**config.mk**
```make
export PLATFORM = sky130hd
export DESIGN_NAME = apb_up_regs
export DESIGN_NICKNAME = d
export VERILOG_FILES = /design/src/rtl/up_regs_pkg.sv /design/src/rtl/apb_up_regs.sv
export SDC_FILE = /design/constraint.sdc
export NUM_CORES = 1
export LEC_CHECK = 0
export CORE_MARGIN = 1.5
export CORE_UTILIZATION = 41
export CTS_CLUSTER_DIAMETER = 60
export DETAILED_ROUTE_END_ITERATION = 8
export PLACE_DENSITY_LB_ADDON = 0.2
export SLEW_MARGIN = 20
export SYNTH_ARGS = -nofsm -noshare
export SYNTH_HDL_FRONTEND = slang
export SYNTH_SLANG_ARGS = --single-unit
```
**constraint.sdc**
```tcl
create_clock -name ACLK -period 1.65 [get_ports ACLK]
set_input_delay 0.33 -clock ACLK [delete_from_list [all_inputs] [get_ports ACLK]]
set_output_delay 0.33 -clock ACLK [all_outputs]
set_load 0.02 [all_outputs]
```
**src/rtl/up_regs_pkg.sv**
```systemverilog
// Shared register map, bit positions and widths for the copy-engine APB register file.
package up_regs_pkg;

    // Word index of each register, decoded from PADDR[4:2]; index 7 is unmapped.
    typedef enum logic [2:0] {
        UP_REG_SRC      = 3'd0,
        UP_REG_DST      = 3'd1,
        UP_REG_SIZE     = 3'd2,
        UP_REG_CTRL     = 3'd3,
        UP_REG_CMD      = 3'd4,
        UP_REG_STATUS   = 3'd5,
        UP_REG_DONE_CNT = 3'd6
    } up_reg_e;

    localparam int CMD_TRIGGER_BIT     = 0;
    localparam int CMD_CLR_INT_BIT     = 1;
    localparam int STATUS_BUSY_BIT     = 0;
    localparam int STATUS_INT_PEND_BIT = 1;
    localparam int STATUS_LAUNCH_BIT   = 2;
    localparam int CTRL_INT_EN_BIT     = 0;

    localparam int DONE_CNT_WIDTH = 16;
    localparam logic [DONE_CNT_WIDTH-1:0] DONE_CNT_MAX = '1;

    // Transfer parameters that must not move while a copy is running.
    function automatic logic is_busy_locked(input up_reg_e reg_sel);
        return reg_sel inside {UP_REG_SRC, UP_REG_DST, UP_REG_SIZE};
    endfunction

endpackage

```
**src/rtl/apb_up_regs.sv**
```systemverilog
// APB register file feeding the AXI copy controller: transfer setup, command
// pulses, status readback and a saturating completed-transfer counter.
module apb_up_regs
    import up_regs_pkg::*;
#(
    parameter int APB_ADDR_WIDTH = 12,
    parameter int AXI_ADDR_WIDTH = 32,
    parameter int REG_SIZE_WIDTH = 16
) (
    input  logic                      ACLK,
    input  logic                      ARESETn,
    input  logic [APB_ADDR_WIDTH-1:0] PADDR,
    input  logic [31:0]               PWDATA,
    input  logic                      PWRITE,
    input  logic                      PSEL,
    input  logic                      PENABLE,
    output logic [31:0]               PRDATA,
    output logic                      PREADY,
    output logic                      PSLVERR,
    output logic [AXI_ADDR_WIDTH-1:0] src_addr_o,
    output logic [AXI_ADDR_WIDTH-1:0] dst_addr_o,
    output logic [REG_SIZE_WIDTH-1:0] size_o,
    output logic                      ctrl_int_en_o,
    output logic                      cmd_trigger_pulse_o,
    output logic                      cmd_clr_int_pulse_o,
    input  logic                      status_busy_i,
    input  logic                      status_int_pending_i
);

    logic access;
    logic wr_en;
    logic rd_en;
    logic addr_valid;
    logic eff_busy;
    logic size_nonzero;
    logic busy_fall;
    up_reg_e reg_sel;

    logic [AXI_ADDR_WIDTH-1:0] src_q, src_d;
    logic [AXI_ADDR_WIDTH-1:0] dst_q, dst_d;
    logic [REG_SIZE_WIDTH-1:0] size_q, size_d;
    logic                      int_en_q, int_en_d;
    logic                      r_launch_q, r_launch_d;
    logic                      r_busy_q, r_busy_d;
    logic [DONE_CNT_WIDTH-1:0] done_cnt_q, done_cnt_d;
    logic                      trig_q, trig_d;
    logic                      clr_q, clr_d;

    // Address bits outside the word decode and write-data bits above the
    // register widths are intentionally ignored.
    logic unused_bits;
    assign unused_bits = ^{PADDR[APB_ADDR_WIDTH-1:5], PADDR[1:0], PWDATA};

    assign access       = PSEL & PENABLE;
    assign wr_en        = access & PWRITE;
    assign rd_en        = access & ~PWRITE;
    assign reg_sel      = up_reg_e'(PADDR[4:2]);
    assign addr_valid   = (PADDR[4:2] <= 3'(UP_REG_DONE_CNT));
    // The launch flag covers the cycle between the trigger pulse and the
    // controller raising its own busy.
    assign eff_busy     = status_busy_i | r_launch_q;
    assign size_nonzero = (size_q != '0);
    assign busy_fall    = r_busy_q & ~status_busy_i;

    // Next-state for all registers: APB writes, command pulses, launch flag, done counter.
    always_comb begin
        // NOTE: every variable gets a default first so no path leaves it unassigned (no latch).
        src_d      = src_q;
        dst_d      = dst_q;
        size_d     = size_q;
        int_en_d   = int_en_q;
        done_cnt_d = done_cnt_q;
        trig_d     = 1'b0;
        clr_d      = 1'b0;
        r_busy_d   = status_busy_i;

        if (wr_en) begin
            case (reg_sel)
                UP_REG_SRC:  if (!eff_busy) src_d = PWDATA[AXI_ADDR_WIDTH-1:0];
                UP_REG_DST:  if (!eff_busy) dst_d = PWDATA[AXI_ADDR_WIDTH-1:0];
                UP_REG_SIZE: if (!eff_busy) size_d = {PWDATA[REG_SIZE_WIDTH-1:2], 2'b00};
                UP_REG_CTRL: int_en_d = PWDATA[CTRL_INT_EN_BIT];
                UP_REG_CMD: begin
                    trig_d = PWDATA[CMD_TRIGGER_BIT] & ~eff_busy & size_nonzero;
                    clr_d  = PWDATA[CMD_CLR_INT_BIT];
                end
                default: ;
            endcase
        end

        // An accepted trigger can only happen while status_busy_i is low,
        // so set and clear never compete.
        r_launch_d = r_launch_q;
        if (trig_d) begin
            r_launch_d = 1'b1;
        end else if (status_busy_i) begin
            r_launch_d = 1'b0;
        end

        // A clear that coincides with a completion still counts that completion.
        if (wr_en && reg_sel == UP_REG_DONE_CNT) begin
            done_cnt_d = busy_fall ? DONE_CNT_WIDTH'(1) : '0;
        end else if (busy_fall && done_cnt_q != DONE_CNT_MAX) begin
            done_cnt_d = done_cnt_q + DONE_CNT_WIDTH'(1);
        end
    end

    // Register state with synchronous active-low reset; drops any pending pulse.
    always_ff @(posedge ACLK) begin
        // NOTE: sequential state uses non-blocking assignments so all registers update together.
        if (!ARESETn) begin
            src_q      <= '0;
            dst_q      <= '0;
            size_q     <= '0;
            int_en_q   <= 1'b0;
            r_launch_q <= 1'b0;
            r_busy_q   <= 1'b0;
            done_cnt_q <= '0;
            trig_q     <= 1'b0;
            clr_q      <= 1'b0;
        end else begin
            src_q      <= src_d;
            dst_q      <= dst_d;
            size_q     <= size_d;
            int_en_q   <= int_en_d;
            r_launch_q <= r_launch_d;
            r_busy_q   <= r_busy_d;
            done_cnt_q <= done_cnt_d;
            trig_q     <= trig_d;
            clr_q      <= clr_d;
        end
    end

    // Read data mux, driven only during a read access.
    always_comb begin
        PRDATA = '0;
        if (rd_en) begin
            case (reg_sel)
                UP_REG_SRC:  PRDATA = 32'(src_q);
                UP_REG_DST:  PRDATA = 32'(dst_q);
                UP_REG_SIZE: PRDATA = 32'(size_q);
                UP_REG_CTRL: PRDATA[CTRL_INT_EN_BIT] = int_en_q;
                UP_REG_STATUS: begin
                    PRDATA[STATUS_BUSY_BIT]     = eff_busy;
                    PRDATA[STATUS_INT_PEND_BIT] = status_int_pending_i;
                    PRDATA[STATUS_LAUNCH_BIT]   = r_launch_q;
                end
                UP_REG_DONE_CNT: PRDATA = 32'(done_cnt_q);
                default: ;
            endcase
        end
    end

    // Error response: unmapped offset, locked setup write, or refused trigger.
    always_comb begin
        PSLVERR = 1'b0;
        if (access) begin
            if (!addr_valid) begin
                PSLVERR = 1'b1;
            end else if (PWRITE) begin
                if (is_busy_locked(reg_sel)) begin
                    PSLVERR = eff_busy;
                end else if (reg_sel == UP_REG_CMD) begin
                    PSLVERR = PWDATA[CMD_TRIGGER_BIT] & (eff_busy | ~size_nonzero);
                end
            end
        end
    end

    assign PREADY              = 1'b1;
    assign src_addr_o          = src_q;
    assign dst_addr_o          = dst_q;
    assign size_o              = size_q;
    assign ctrl_int_en_o       = int_en_q;
    assign cmd_trigger_pulse_o = trig_q;
    assign cmd_clr_int_pulse_o = clr_q;

endmodule

```
==> results by group, run 1 <==
Status
  • Outcome: complete, but fails checks
  • Violated checks: setup timing

Setup path
  • Startpoint Class: register
  • CP max stage delay: 350 ps
  • CP most frequent cell: buf_6
  • Crit path cell chain: nor4_4, buf_4, nand4_1, buf_6, o21ai_2, a22o_1, buf_6
  • WP data required: 1320 ps
  • Crit Path Max Fanout: 3
  • Critical path class: register to output port
  • Crit path max-delay cell type: dfxtp_2
  • Critical Path AT: 1930 ps
  • Critical path's top delay family: buffers and inverters
  • CP endpoint kind: output port
  • Crit path buffers/inverters: 3

CTS
  • Deepest clock path buffer count: 2
  • Num CTS Buffers: 9
  • Clock root buffer: clkbuf_16
  • Later-pin clock latency in the skew report: 360 ps
  • CTS tree: built
  • CTS Sinks: 99
  • Clock transition at path regs: 80 ps
  • Htree depth: 3

Yosys
  • Synth warnings: 0
  • Main synth FF type: dfxtp_1
  • Fraction of registers with async set or reset after synthesis: 0%
  • EDFF count, synth: 0
  • Sequential share of the synthesized area: 41.9%
  • Synthesis-stage register bit count: 99
  • Synth Instances: 588
  • Post-Syn Area: 4720 um^2
  • Mean Syn Cell Area: 8.03 um^2
  • Yosys cell types: 54

Run
  • Total of max-cap violations: 0

Power
  • Cell area power density: 560 nW/um^2
  • Pint: 3.97 mW
  • Combinational power share: 15.0%
  • Sequential share of power: 44.8%
  • Peak VDD IR: 0.690 mV
  • Total power: 5.38 mW
  • Sw power: 1.42 mW
  • Sw frac: 26.3%
  • Static Leakage: 4.25 nW
  • Clk pwr share: 40.2%

STA
  • Final Hold Vio Count: 0
  • Tightest Pin Transition: 539 ps
  • Final Cycle Share: 137%
  • Min cycle time layout: 2260 ps
  • Max-slew violations: 0
  • Slew headroom: 64.1%
  • Unrepaired setup endpoints after global routing: yes
  • # setup viols final: 111
  • Max Fclk: 0.442 GHz
  • Skew final: 13.4 ps
  • Min setup slack post-route: -612 ps

Floorplan
  • Row count: 39
  • Die Y: 110 um
  • IO Pins: 168
  • Die width: 110 um
  • Starting Density: 41.7%
  • Core area: 11300 um^2
  • Die ar.: 12200 um^2

Route
  • Vias: 6626
  • Vias/cell: 6.34
  • DRC viols: 0
  • Initial drt markers: 780
  • WL/cell: 25.5 um
  • Drt total wl: 26600 um
  • Detail Route Antenna Nets: 0
  • DR pass1 iterations: 5

GRT
  • Initial antenna violation count: 2
  • Vias in the first global route: 5809
  • Total gr overflow: 0
  • First-pass GRT wire length: 30800 um
  • Largest net degree at the start of global routing: 48
  • GRT Total Usage: 33.6%

Place
  • Port Buffers: 155
  • Gp weighted congestion: 0.904
  • Placed wire-length estimate: 12300 um
  • Dpl cell area: 7490 um^2

Final layout
  • Design area: 9610 um^2
  • Area Growth Syn to Fin: 103%
  • Share of layout cells above drive strength 1: 54.2%
  • Final net count: 948
  • Final core occ: 84.8%

Hold path
  • Class of the worst hold path: primary input to register
logic make-up after synthesis:
logic type	after synthesis	synth area share (%)
compound gates	154	20.4
fa+ha+maj	1	0.265
buf+inv	49	5.46
flops	99	41.9
mux	31	6.96
other cells	2	0.159
simple gates	252	24.8
worst min-delay path: stages:
cell and delay [ps]:
dlygate4sd2_1 260, buf_6 150, a21oi_1 50
cell usage in the layout (no fill, tap or decap), types with 9 or more instances in the layout:
cell type	n
dfxtp_1	78
a2bb2oi_2	9
mux2_4	10
nor2_4	15
nand2_2	26
clkdlybuf4s50_1	36
buf_6	72
nand2_4	23
nor2_1	27
a22oi_2	29
clkbuf_16	15
a21oi_1	24
buf_4	115
dfxtp_2	20
mux2i_1	15
buf_12	17
a21oi_2	56
nand2_1	91
nor2_2	9
nand4_1	9
dlygate4sd2_1	75
metal layers:
metal | share of wire [%] | track usage (%)
met1 | 34 | 41.2
met2 | 47 | 55.9
met3 | 9.8 | 7.23
met4 | 8.8 | 16.0
met5 | 0.068 | 0
path summary, 6_finish.rpt:
kind              slack, ps            end  depth (start not counted)           from
hold / removal          490     r_launch_q                          3  status_busy_i
setup / recovery       -610        PSLVERR                          7      size_o[3]
hold reg to reg         490  dst_addr_o[9]                          2  dst_addr_o[9]
setup reg to reg       -190  done_cnt_q[0]                          8  done_cnt_q[1]
power groups by stage:
stage | clock [mW] | sequential [mW] | combinational, mW
after floorplan | 0 | 2.47 | 0.192
after global placement | 0 | 2.46 | 0.501
after detailed placement | 0 | 2.46 | 0.513
final | 2.16 | 2.41 | 0.809
after CTS | 2.12 | 2.41 | 0.676
after global routing | 2.25 | 2.41 | 0.820
flip-flops by register name, summed over array words and instances, names as in the netlist:
signal and cells:
size_o 14, src_addr_o 32, ctrl_int_en_o 1, cmd_trigger_pulse_o 1, r_launch_q 1, done_cnt_q 16, dst_addr_o 32, cmd_clr_int_pulse_o 1
r_busy_q 1
synthesized netlist by cell type (all sizes together), types with 2 or more instances:
library cell	number	area, um^2
nand2	140	526
dfxtp	99	1980
a21oi	80	400
nor2	51	191
a22oi	29	218
buf	24	164
clkbuf	22	82.6
mux2i	16	160
mux2	15	169
a2bb2oi	13	114
nand4	12	103
o21ai	11	58.8
o31ai	8	60.1
or4	7	52.6
and3	6	37.5
nand3	6	30.0
and4	4	35.0
nor2b	4	25.0
nor4	4	31.3
or3	4	25.0
and2	3	18.8
inv	3	11.3
nor3b	3	27.5
a22o	2	17.5
conb	2	7.51
nor3	2	21.3
o21a	2	15.0
area by class of cell:
type                            count  area, um^2
Antenna cell                        1        2.50
Clock buffer                       10         229
Clock inverter                      6        65.1
Fill cell                         529        1720
Inverter                            3        18.8
Multi-Input combinational cell    442        3560
Sequential cell                    99        2010
Tap cell                          143         179
Timing Repair Buffer              341        3540
what timing repair did:
action | CTS | global route
resized for setup | 409 | 209
cloned | 9 | 11
setup buffers | 29 | 19
hold buffers | 0 | 0
pin swaps | 43 | 101
endpoints found under the setup margin | 201 | 109
stage by stage:
stage	cells	TNS [ps]	worst slack (ps)	hold slack, ps
after floorplan	589	-183	-18.1	399
after global placement	967	-89150	-1120	461
after detailed placement	967	-95960	-1170	464
after CTS	1020	-6950	-460	436
after global routing	1045	-19390	-630	483
final	1045	-16990	-612	491
Note: power is estimated with default switching activity, not from simulation.
==> run 2: changes to the inputs <==
Settings changed: CORE_UTILIZATION 41 to 45.
Clock period 1.65 ns to 2.6 ns, I/O delays scaled along.
==> run 2 against run 1 <==
  * The run now ends clean
  * Non-clock buffer count is 129 lower
  * Clock power is 56% lower
  * Clock skew hardly changed
  * Global-route usage is 5.4 points lower
  * Setup slack better by 700 ps
  * Register-to-register slack better by 860 ps
  * Utilization is 19 points lower
  * Hold slack worse by 11 ps
  * Count of clock-buffer cells in the layout stayed put
  * Sequential power is 37% lower
  * Via count is 24% lower
  * Critical endpoint is now PRDATA[24]
  * Largest power group unchanged
==> results by group, run 2 (synthesized netlist as in run 1, its figures left out) <==
CTS
  • Deepest clock path buffer count: 2
  • CTS Sinks: 99
  • Clock root buffer: clkbuf_8
  • Num CTS Buffers: 9
  • Hold-fix buffers, CTS: 0
  • Post-CTS Setup Inserts: 0
  • Htree depth: 3
  • Later-pin clock latency in the skew report: 370 ps
  • Clock transition at path regs: 100 ps
  • CTS tree: built

Setup path
  • Critical R2R Capture: done_cnt_q[9]
  • CP max stage delay: 490 ps
  • Critical Path AT: 1990 ps
  • Crit Path Max Fanout: 18
  • Critical path class: primary input to output port
  • Reg2reg start: done_cnt_q[0]
  • CP endpoint kind: output port
  • R2R setup slack: 670 ps
  • WP data required: 2080 ps
  • Crit path cell chain: clkdlybuf4s50_1, nand2_1, nor3b_1, buf_4, o21ai_4, buf_12, nor2_1, buf_2
  • R2R depth: 7
  • Crit path max-delay cell type: clkdlybuf4s50_1
  • Startpoint Class: primary input

STA
  • Final Hold Vio Count: 0
  • Final TNS setup: 0 ps
  • Hold_ws: 481 ps
  • Final Cycle Share: 96.6%
  • Min cycle time layout: 2510 ps
  • Skew final: 13.9 ps
  • Tightest Pin Transition: 506 ps
  • Max Fclk: 0.398 GHz
  • # setup viols final: 0
  • Slew headroom: 66.3%
  • Unrepaired setup endpoints after global routing: no
  • Max-slew violations: 0

Power
  • Total power: 2.77 mW
  • Peak VDD IR: 0.280 mV
  • Static Leakage: 2.53 nW
  • Cell area power density: 410 nW/um^2

Final layout
  • Design area: 6760 um^2
  • Most common cell after layout, fill and taps aside: nand2_1
  • Commonest non-fill, non-tap cells in the layout: 140 x nand2_1, 119 x clkdlybuf4s50_1, 99 x dfxtp_1
  • Share of layout cells above drive strength 1: 17.5%
  • Register Area: 1980 um^2
  • Area Growth Syn to Fin: 43.1%
  • Multi-input gate area: 2510 um^2
  • Final net count: 818
  • Final core occ: 65.8%
  • Fill count: 879
  • # diodes: 0

GRT
  • Initial antenna violation count: 0
  • Vias in the first global route: 4884
  • First-pass GRT wire length: 25000 um
  • Total gr overflow: 0
  • Largest net degree at the start of global routing: 50
  • GRT Total Usage: 28.1%

Floorplan
  • Row count: 37
  • Starting Density: 46.0%
  • Die Y: 105 um
  • IO Pins: 168
  • Core area: 10300 um^2
  • Die ar.: 11100 um^2
  • Die width: 105 um

Route
  • DR pass1 iterations: 6
  • Vias: 5067
  • DRC viols: 0
  • WL/cell: 17.4 um
  • Initial drt markers: 318
  • Drt total wl: 15800 um
  • Vias/cell: 5.59
  • Detail Route Antenna Nets: 0

Hold path
  • Class of the worst hold path: register to register
  • Worst hold stages: 2
  • Worst Hold Path EP: dst_addr_o[15]
  • Hold Crit Start: dst_addr_o[15]

Status
  • Outcome: finished, final reports clean

Place
  • Dpl cell area: 6710 um^2
  • Placed wire-length estimate: 11200 um
  • Port Buffers: 155
  • Gp weighted congestion: 0.896

Run
  • Total of max-cap violations: 0
[run 2: cell types whose count changed in the layout (fill, tap and decap cells not counted), sizes merged, moves of 2 or more]
| cell | previous run | this run |
|---|---|---|
| buf | 217 | 86 |
| bufbuf | 2 | 0 |
| clkbuf | 16 | 13 |
| clkdlybuf4s15 | 0 | 2 |
| clkdlybuf4s50 | 36 | 119 |
| clkinv | 3 | 0 |
| dlygate4sd2 | 75 | 2 |
| dlymetal6s2s | 5 | 0 |
| inv | 4 | 7 |
[run 2: metrics by stage]
stage	cells	worst slack, ps
floorplan	589	113
global placement	890	-528
detailed placement	890	-569
CTS	907	2.03
global route	907	29.8
finish	907	87.3
[run 2: power breakdown]
part / internal (mW) / total, mW / switching [mW]
Clock: 0.369 / 0.957 / 0.588
Combinational: 0.138 / 0.286 / 0.149
Sequential: 1.52 / 1.53 / 0.00626
Total: 2.03 / 2.77 / 0.743
[run 2: repair_timing]
item                       4_1_cts  5_1_grt
gates resized for setup        110       29
gates cloned                     1        0
setup endpoints to repair       33       29
pin swaps                        0        0
[run 2: metal layers]
metal | vias up | GRT usage (%) | share of wire (%)
met5 | - | 0 | 0
met4 | 0 | 12.4 | 2.7
met3 | 35 | 6.18 | 6.4
met2 | 185 | 45.4 | 47
met1 | 2419 | 36.1 | 44
li1 | 2428 | - | -
[run 2: layout make-up]
type	instances	share of cell area [%]
clock inverter	6	0.814
timing repair buffer	212	28.1
clock buffer	10	1.89
inverter	3	0.167
multi-input combinational	441	37.2
sequential	99	29.3
tap	136	2.52
[run 2: worst max-delay path by stage]
| stage | start | end | slack (ps) | cells past startpoint |
|---|---|---|---|---|
| after CTS | PENABLE | PRDATA[12] | 2 | 8 |
| after floorplan | PADDR[3] | PRDATA[0] | 110 | 5 |
| after detailed placement | PADDR[3] | PRDATA[0] | -570 | 6 |
| after global placement | PADDR[3] | PRDATA[15] | -530 | 8 |
| after global routing | PENABLE | PRDATA[5] | 30 | 8 |
| final | PENABLE | PRDATA[24] | 90 | 8 |
[run 2: worst max-delay path, delay by kind of cell]
kind / cells / cell delay [ps]
AOI/OAI and AO/OA: 1 / 80
buffers and inverters: 4 / 1000
and+or+nand+nor: 3 / 400
==> run 3: changes to the inputs <==
Settings changed: SLEW_MARGIN 20 to 10.
==> results of run 3 <==
Same layout as run 2: the final DEF is identical, and so are final timing and power.
